**src/rtl/onewire_temp_sequencer_pkg.sv**
```systemverilog
`default_nettype none
// +---------------------------------------------------------------------------+
// | onewire_temp_sequencer_pkg: 1-Wire opcodes, ROM/function bytes, CRC-8 step |
// | Revision: 1.0                                                              |
// +---------------------------------------------------------------------------+
package onewire_temp_sequencer_pkg;

    localparam logic [1:0] OW_OP_RESET = 2'b00;
    localparam logic [1:0] OW_OP_WRITE = 2'b01;
    localparam logic [1:0] OW_OP_READ  = 2'b10;

    localparam logic [7:0] OW_SKIP_ROM  = 8'hCC;
    localparam logic [7:0] OW_CONVERT_T = 8'h44;
    localparam logic [7:0] OW_READ_SCR  = 8'hBE;
    localparam logic [7:0] OW_CRC_POLY  = 8'h8C;

    localparam int OW_SCRATCH_BYTES = 9;

    typedef enum logic [3:0] {
        ST_IDLE      = 4'd0,
        ST_RST1      = 4'd1,
        ST_SKIP1     = 4'd2,
        ST_CONVT     = 4'd3,
        ST_WAIT_CONV = 4'd4,
        ST_RST2      = 4'd5,
        ST_SKIP2     = 4'd6,
        ST_RDSCR     = 4'd7,
        ST_READ      = 4'd8,
        ST_CHECK     = 4'd9,
        ST_DONE      = 4'd10
    } state_e;

    // Dallas/Maxim CRC-8, reflected form: data enters LSB first.
    function automatic logic [7:0] crc8_byte(input logic [7:0] crc_in, input logic [7:0] data);
        logic [7:0] c;
        logic       fb;
        c = crc_in;
        for (int i = 0; i < 8; i++) begin
            fb = c[0] ^ data[i];
            c  = {1'b0, c[7:1]};
            if (fb) begin
                c = c ^ OW_CRC_POLY;
            end
        end
        return c;
    endfunction

endpackage
`default_nettype wire

```
**src/rtl/onewire_temp_sequencer_crc8.sv**
```systemverilog
`default_nettype none
// +---------------------------------------------------------------------------+
// | onewire_crc8: byte-wide Dallas/Maxim CRC-8 accumulator, one byte per cycle |
// | Revision: 1.0                                                              |
// +---------------------------------------------------------------------------+
module onewire_crc8
    import onewire_temp_sequencer_pkg::*;
(
    input  logic       clk,
    input  logic       rst_n,
    input  logic       clear,
    input  logic       en,
    input  logic [7:0] byte_in,
    output logic [7:0] crc
);

    logic [7:0] crc_q;
    logic [7:0] crc_d;

    always_comb begin
        crc_d = crc_q;
        if (clear) begin
            crc_d = 8'h00;
        end else if (en) begin
            crc_d = crc8_byte(crc_q, byte_in);
        end
    end

    always_ff @(posedge clk or negedge rst_n) begin
        if (!rst_n) begin
            crc_q <= 8'h00;
        end else begin
            crc_q <= crc_d;
        end
    end

    assign crc = crc_q;

endmodule
`default_nettype wire

```
**src/rtl/onewire_temp_sequencer.sv**
```systemverilog
`default_nettype none
// +---------------------------------------------------------------------------+
// | onewire_temp_sequencer: convert/readout command sequencer for a DS18B20    |
// | Revision: 1.0                                                              |
// +---------------------------------------------------------------------------+
module onewire_temp_sequencer
    import onewire_temp_sequencer_pkg::*;
#(
    parameter int CLK_FREQ_HZ  = 27_000_000,
    parameter int CONV_WAIT_US = 750_000,
    parameter int CNT_W        = 32
) (
    input  logic        clk,
    input  logic        rst_n,
    input  logic        start,
    output logic        cmd_valid,
    input  logic        cmd_ready,
    output logic [1:0]  cmd_op,
    output logic [7:0]  cmd_data,
    input  logic        rsp_valid,
    input  logic [7:0]  rsp_data,
    input  logic        rsp_presence,
    output logic        busy,
    output logic [15:0] temp_raw,
    output logic        temp_valid,
    output logic        crc_err,
    output logic        no_device
);

    localparam int             WAIT_CYCLES = (CLK_FREQ_HZ / 1_000_000) * CONV_WAIT_US;
    localparam logic [CNT_W-1:0] WAIT_LOAD = (WAIT_CYCLES > 0) ? CNT_W'(WAIT_CYCLES - 1) : '0;
    localparam bit             SKIP_WAIT   = (CONV_WAIT_US == 0);
    localparam logic [3:0]     LAST_IDX    = 4'(OW_SCRATCH_BYTES - 1);

    state_e           state_q, state_d;
    logic             wait_q, wait_d;
    logic [CNT_W-1:0] cnt_q, cnt_d;
    logic [3:0]       idx_q, idx_d;
    logic [15:0]      temp_raw_q, temp_raw_d;
    logic             temp_valid_q, temp_valid_d;
    logic             crc_err_q, crc_err_d;
    logic             no_device_q, no_device_d;
    logic [7:0]       scratch_q [OW_SCRATCH_BYTES];

    logic       is_cmd;
    logic [1:0] sel_op;
    logic [7:0] sel_data;
    logic       rsp_done;
    logic       scratch_we;
    logic       crc_clear;
    logic       crc_en;
    logic [7:0] crc_val;

    onewire_crc8 u_crc (
        .clk     (clk),
        .rst_n   (rst_n),
        .clear   (crc_clear),
        .en      (crc_en),
        .byte_in (rsp_data),
        .crc     (crc_val)
    );

    // Command decode: which states talk to the engine and with what.
    always_comb begin
        is_cmd   = 1'b1;
        sel_op   = OW_OP_RESET;
        sel_data = 8'h00;
        case (state_q)
            ST_RST1, ST_RST2:   sel_op = OW_OP_RESET;
            ST_SKIP1, ST_SKIP2: begin sel_op = OW_OP_WRITE; sel_data = OW_SKIP_ROM;  end
            ST_CONVT:           begin sel_op = OW_OP_WRITE; sel_data = OW_CONVERT_T; end
            ST_RDSCR:           begin sel_op = OW_OP_WRITE; sel_data = OW_READ_SCR;  end
            ST_READ:            sel_op = OW_OP_READ;
            default:            is_cmd = 1'b0;
        endcase
    end

    assign cmd_valid = is_cmd & ~wait_q;
    assign cmd_op    = cmd_valid ? sel_op   : OW_OP_RESET;
    assign cmd_data  = cmd_valid ? sel_data : 8'h00;
    assign rsp_done  = is_cmd & wait_q & rsp_valid;

    always_comb begin
        state_d      = state_q;
        wait_d       = wait_q;
        cnt_d        = cnt_q;
        idx_d        = idx_q;
        temp_raw_d   = temp_raw_q;
        temp_valid_d = 1'b0;
        crc_err_d    = crc_err_q;
        no_device_d  = no_device_q;
        scratch_we   = 1'b0;
        crc_clear    = 1'b0;
        crc_en       = 1'b0;

        if (cmd_valid && cmd_ready) begin
            wait_d = 1'b1;
        end
        if (rsp_done) begin
            wait_d = 1'b0;
        end

        case (state_q)
            ST_IDLE: begin
                if (start) begin
                    state_d     = ST_RST1;
                    wait_d      = 1'b0;
                    crc_err_d   = 1'b0;
                    no_device_d = 1'b0;
                end
            end
            ST_RST1, ST_RST2: begin
                if (rsp_done) begin
                    if (!rsp_presence) begin
                        no_device_d = 1'b1;
                        state_d     = ST_DONE;
                    end else begin
                        state_d = (state_q == ST_RST1) ? ST_SKIP1 : ST_SKIP2;
                    end
                end
            end
            ST_SKIP1: if (rsp_done) state_d = ST_CONVT;
            ST_CONVT: begin
                if (rsp_done) begin
                    if (SKIP_WAIT) begin
                        state_d = ST_RST2;
                    end else begin
                        state_d = ST_WAIT_CONV;
                        cnt_d   = WAIT_LOAD;
                    end
                end
            end
            ST_WAIT_CONV: begin
                if (cnt_q == '0) begin
                    state_d = ST_RST2;
                end else begin
                    cnt_d = cnt_q - CNT_W'(1);
                end
            end
            ST_SKIP2: if (rsp_done) state_d = ST_RDSCR;
            ST_RDSCR: begin
                crc_clear = 1'b1;
                if (rsp_done) begin
                    state_d = ST_READ;
                    idx_d   = 4'd0;
                end
            end
            ST_READ: begin
                if (rsp_done) begin
                    scratch_we = 1'b1;
                    // The ninth byte is the device's CRC and is compared, not accumulated.
                    crc_en     = (idx_q != LAST_IDX);
                    if (idx_q == LAST_IDX) begin
                        state_d = ST_CHECK;
                    end else begin
                        idx_d = idx_q + 4'd1;
                    end
                end
            end
            ST_CHECK: begin
                if (crc_val == scratch_q[LAST_IDX]) begin
                    temp_raw_d   = {scratch_q[1], scratch_q[0]};
                    temp_valid_d = 1'b1;
                end else begin
                    crc_err_d = 1'b1;
                end
                state_d = ST_DONE;
            end
            ST_DONE: state_d = ST_IDLE;
            default: state_d = ST_IDLE;
        endcase
    end

    always_ff @(posedge clk or negedge rst_n) begin
        if (!rst_n) begin
            state_q      <= ST_IDLE;
            wait_q       <= 1'b0;
            cnt_q        <= '0;
            idx_q        <= 4'd0;
            temp_raw_q   <= 16'h0000;
            temp_valid_q <= 1'b0;
            crc_err_q    <= 1'b0;
            no_device_q  <= 1'b0;
        end else begin
            state_q      <= state_d;
            wait_q       <= wait_d;
            cnt_q        <= cnt_d;
            idx_q        <= idx_d;
            temp_raw_q   <= temp_raw_d;
            temp_valid_q <= temp_valid_d;
            crc_err_q    <= crc_err_d;
            no_device_q  <= no_device_d;
        end
    end

    always_ff @(posedge clk or negedge rst_n) begin
        if (!rst_n) begin
            for (int i = 0; i < OW_SCRATCH_BYTES; i++) begin
                scratch_q[i] <= 8'h00;
            end
        end else if (scratch_we) begin
            scratch_q[idx_q] <= rsp_data;
        end
    end

    assign busy       = (state_q != ST_IDLE);
    assign temp_raw   = temp_raw_q;
    assign temp_valid = temp_valid_q;
    assign crc_err    = crc_err_q;
    assign no_device  = no_device_q;

endmodule
`default_nettype wire

```
**config.mk**
```make
export PLATFORM = sky130hd
export DESIGN_NAME = onewire_temp_sequencer
export DESIGN_NICKNAME = d
export VERILOG_FILES = /design/src/rtl/onewire_temp_sequencer_pkg.sv /design/src/rtl/onewire_temp_sequencer_crc8.sv /design/src/rtl/onewire_temp_sequencer.sv
export SDC_FILE = /design/constraint.sdc
export NUM_CORES = 1
export LEC_CHECK = 0
export ABC_CLOCK_PERIOD_IN_PS = 6800
export CORE_ASPECT_RATIO = 0.9
export CORE_MARGIN = 8
export CORE_UTILIZATION = 50
export DETAILED_ROUTE_END_ITERATION = 10
export GPL_TIMING_DRIVEN = 0
export MAX_ROUTING_LAYER = met4
export PLACE_DENSITY = 0.68
export REMOVE_ABC_BUFFERS = 1
export SLEW_MARGIN = 10
export SYNTH_ARGS = -nofsm -noshare
export SYNTH_HDL_FRONTEND = slang
export SYNTH_SLANG_ARGS = --single-unit
```
**constraint.sdc**
```tcl
create_clock -name clk -period 6.8 [get_ports clk]
set_input_delay 1.7 -clock clk [delete_from_list [all_inputs] [get_ports clk]]
set_output_delay 1.7 -clock clk [all_outputs]
set_load 0.005 [all_outputs]
```
==> flow_summary.toml <==
[global_routing]
grt-ovfl-total = 0
grtUsageTotal_pct = 16.8
antenna_found_initial = 0
grt_pass1_vias = 3444
grt_pass1_wl_um = 17100
grt_max_degree = 54

[flow_run]
drv_cap = 0

[finish]
multi_input_area_um2 = 2320
diodes = 0
layout-drive-gt1-share_pct = 14.7
syn2layout_area_growth_pct = 14.7
fin_nets = 496
fill_cells = 806
area.sequential_um2 = 2300
final_util_pct = 58.1

[logic_synthesis]
postSynthCellCount = 445
synth_cell_types = 56
syn_avg_cell_area_um2 = 10.8
synth_ff_type = "dfrtp_1"
yosysWarnings = 0
yosys-top-cells-count = "92 x dfrtp_1, 39 x mux2_2, 29 x nand3_1, 25 x nand2_1, 23 x xnor2_1"
synth_most_common_cell = "dfrtp_1"
postSynth.asyncResetShare_pct = 100
synth_edf_count = 0
ys_ff_latch = 92
yosys.area.top_type = "dfrtp_1"
ys_seq_area_share_pct = 48.0
synth_top_area_share_pct = 48.0
synth_area_leaders = "dfrtp_1 48%, mux2_2 9.1%, xnor2_1 4.2%, nand3_1 3.0%, o21ai_0 2.2%"
synthesis.area_um2 = 4800

[drt]
wirelength_um = 10000
drtIter0Drc = 159
drc = 0
dr.pass1.iters = 4
vias = 3466
vias_per_cell = 5.70
ant_nets = 0
routedWlPerCell_um = 16.5

[floorplanning]
rows = 34
start_util_pct = 50.6
boundaryPins = 45
die_area_um2 = 13000
dieHeight_um = 109
core-area_um2 = 9490
fp.dieW_um = 119

[hold_path]
hold_path_startpoint = "scratch_q[56]$_DFFE_PN0P_"
hp-class = "reg2reg"
hold_path_end = "temp_raw[8]$_DFFE_PN0P_"
hold_depth = 1

[worst_setup_path]
crit_path_end_kind = "primary output"
critPathLaunchType = "flip-flop"
cp-startpoint = "state_q[3]$_DFFE_PN0P_"
reg2reg_to = "cnt_q[11]$_DFFE_PN0P_"
ff2ff_setup_slack_ns = 4.07
cp_max_fo = 20
criticalPathCategory = "reg2out"
worst-r2r-cell-count = 5
critical_path_required_ns = 5.10
reg2reg_from = "state_q[3]$_DFFE_PN0P_"
arrival_ns = 2.47

[sta]
finalSetupTns_ns = 0
fin_skew_ns = 0.0139
period_minus_slack_ns = 4.17
rsz0062_at_grt = "no"
setup_viol = 0
fin_crit_sh_pct = 61.3
report.final.slew_viol_count = 0
fmax_mhz = 240
hold_viol_final = 0
relSlewSlack_pct = 27.2
tightestPinTransition_ns = 1.08

[power_and_ir_drop]
ir_drop_v = 0.000184
p_leak_nw = 2.39
power.density_nw_per_um2 = 328

[place]
place_hpwl_um = 6950
port_buffers = 43
place.gp.congestion = 0.799

[clock_tree]
clk_pin_slew_worst_paths_ns = 0.09
post_cts_resized = 0
tritoncts = "done"
cts_buffers = 9
clock-sinks = 92
clk_root_buffer_cell = "clkbuf_8"
cts_htree_levels = 3
post-cts-setup-buffers = 0
insertion_delay_ns = 0.36
cts_buffer_depth = 2
cts_hold_buf = 0

[outcome]
status = "finished, final reports clean"
-- registers in the layout, indices dropped and copies added, names as in the netlist --
name	count
temp_valid	1
state_q	4
u_crc.crc	8
scratch_q	24
cnt_q	32
no_device	1
crc_err	1
wait_q	1
idx_q	4
temp_raw	16
-- worst max-delay path: stages, from the launching register on --
cell and delay [ns]:
dfrtp_1 0.60, nor2b_1 0.27, nand2_1 0.30, nor3_1 0.36, clkdlybuf4s50_1 0.58
-- power breakdown --
part | internal [mW] | switching, mW | total, mW
sequential | 0.659 | 0.137 | 0.795
clock | 0.173 | 0.201 | 0.374
combinational | 0.313 | 0.326 | 0.639
-- kinds of logic after synthesis --
kind of cell,count (synthesis),share of synthesized area (%)
compound gates,70,9.88
buf+inv,41,3.91
fa+ha+maj,5,1.30
other cells,1,0.0781
flops,92,48.0
mux,48,11.1
xor+xnor,31,5.97
simple gates,157,19.8
-- final cells by class --
class / count / share of cell area [%]
clock inverters: 6 / 1.32
clock buffers: 10 / 2.32
repair buffers: 45 / 8.47
inverters: 17 / 1.16
well taps: 126 / 2.86
flip-flops and latches: 92 / 41.8
multi-input cells: 312 / 42.1
-- how the worst max path moves through the flow --
| stage | end | slack (ns) | cells past startpoint |
|---|---|---|---|
| 4_1_cts | cmd_data[4] | 2.63 | 4 |
| 2_1_floorplan | cnt_q[17]$_DFFE_PN0P_ | 3.50 | 5 |
| 3_3_place_gp | temp_raw[1]$_DFFE_PN0P_ | 0.55 | 1 |
| 3_5_place_dp | cnt_q[11]$_DFFE_PN0P_ | 2.62 | 6 |
| 6_report | cmd_data[4] | 2.63 | 4 |
| 5_1_grt | cmd_data[1] | 2.43 | 4 |
-- cell usage in the layout (no fill, tap or decap), types with 8 or more instances in the layout --
cell / synthesis / final
nand2_1: 25 / 25
o31ai_1: 14 / 14
nor2_1: 22 / 22
dfrtp_1: 92 / 92
clkdlybuf4s50_1: 0 / 42
nor4_1: 10 / 9
nand3_1: 29 / 29
or3_1: 8 / 8
or4_1: 14 / 14
inv_1: 17 / 17
o21ai_0: 21 / 21
xnor2_1: 23 / 23
mux2_2: 39 / 39
clkbuf_8: 0 / 9
-- through the flow --
| stage | setup slack, ns | cells | instance area (um2) | hold slack, ns | total power [mW] |
|---|---|---|---|---|---|
| 2_1_floorplan | 3.50 | 421 | 4680 | 0.457 | 1.23 |
| 3_3_place_gp | 0.549 | 590 | 5270 | 0.469 | 1.42 |
| 3_5_place_dp | 2.62 | 591 | 5290 | 0.478 | 1.44 |
| 4_1_cts | 2.63 | 607 | 5490 | 0.501 | 1.82 |
| 5_1_grt | 2.43 | 608 | 5510 | 0.522 | 1.94 |
| 6_report | 2.63 | 608 | 5510 | 0.491 | 1.81 |
-- metal layers --
layer  up-vias  wire length (um)  GRT usage (%)
li1       1699                 -              -
met1      1708              4980           22.2
met2        53              4650           25.6
met3         6               352           3.57
met4         0                61           4.99
met5         -                 0              -
Note: power is estimated with default switching activity, not from simulation.
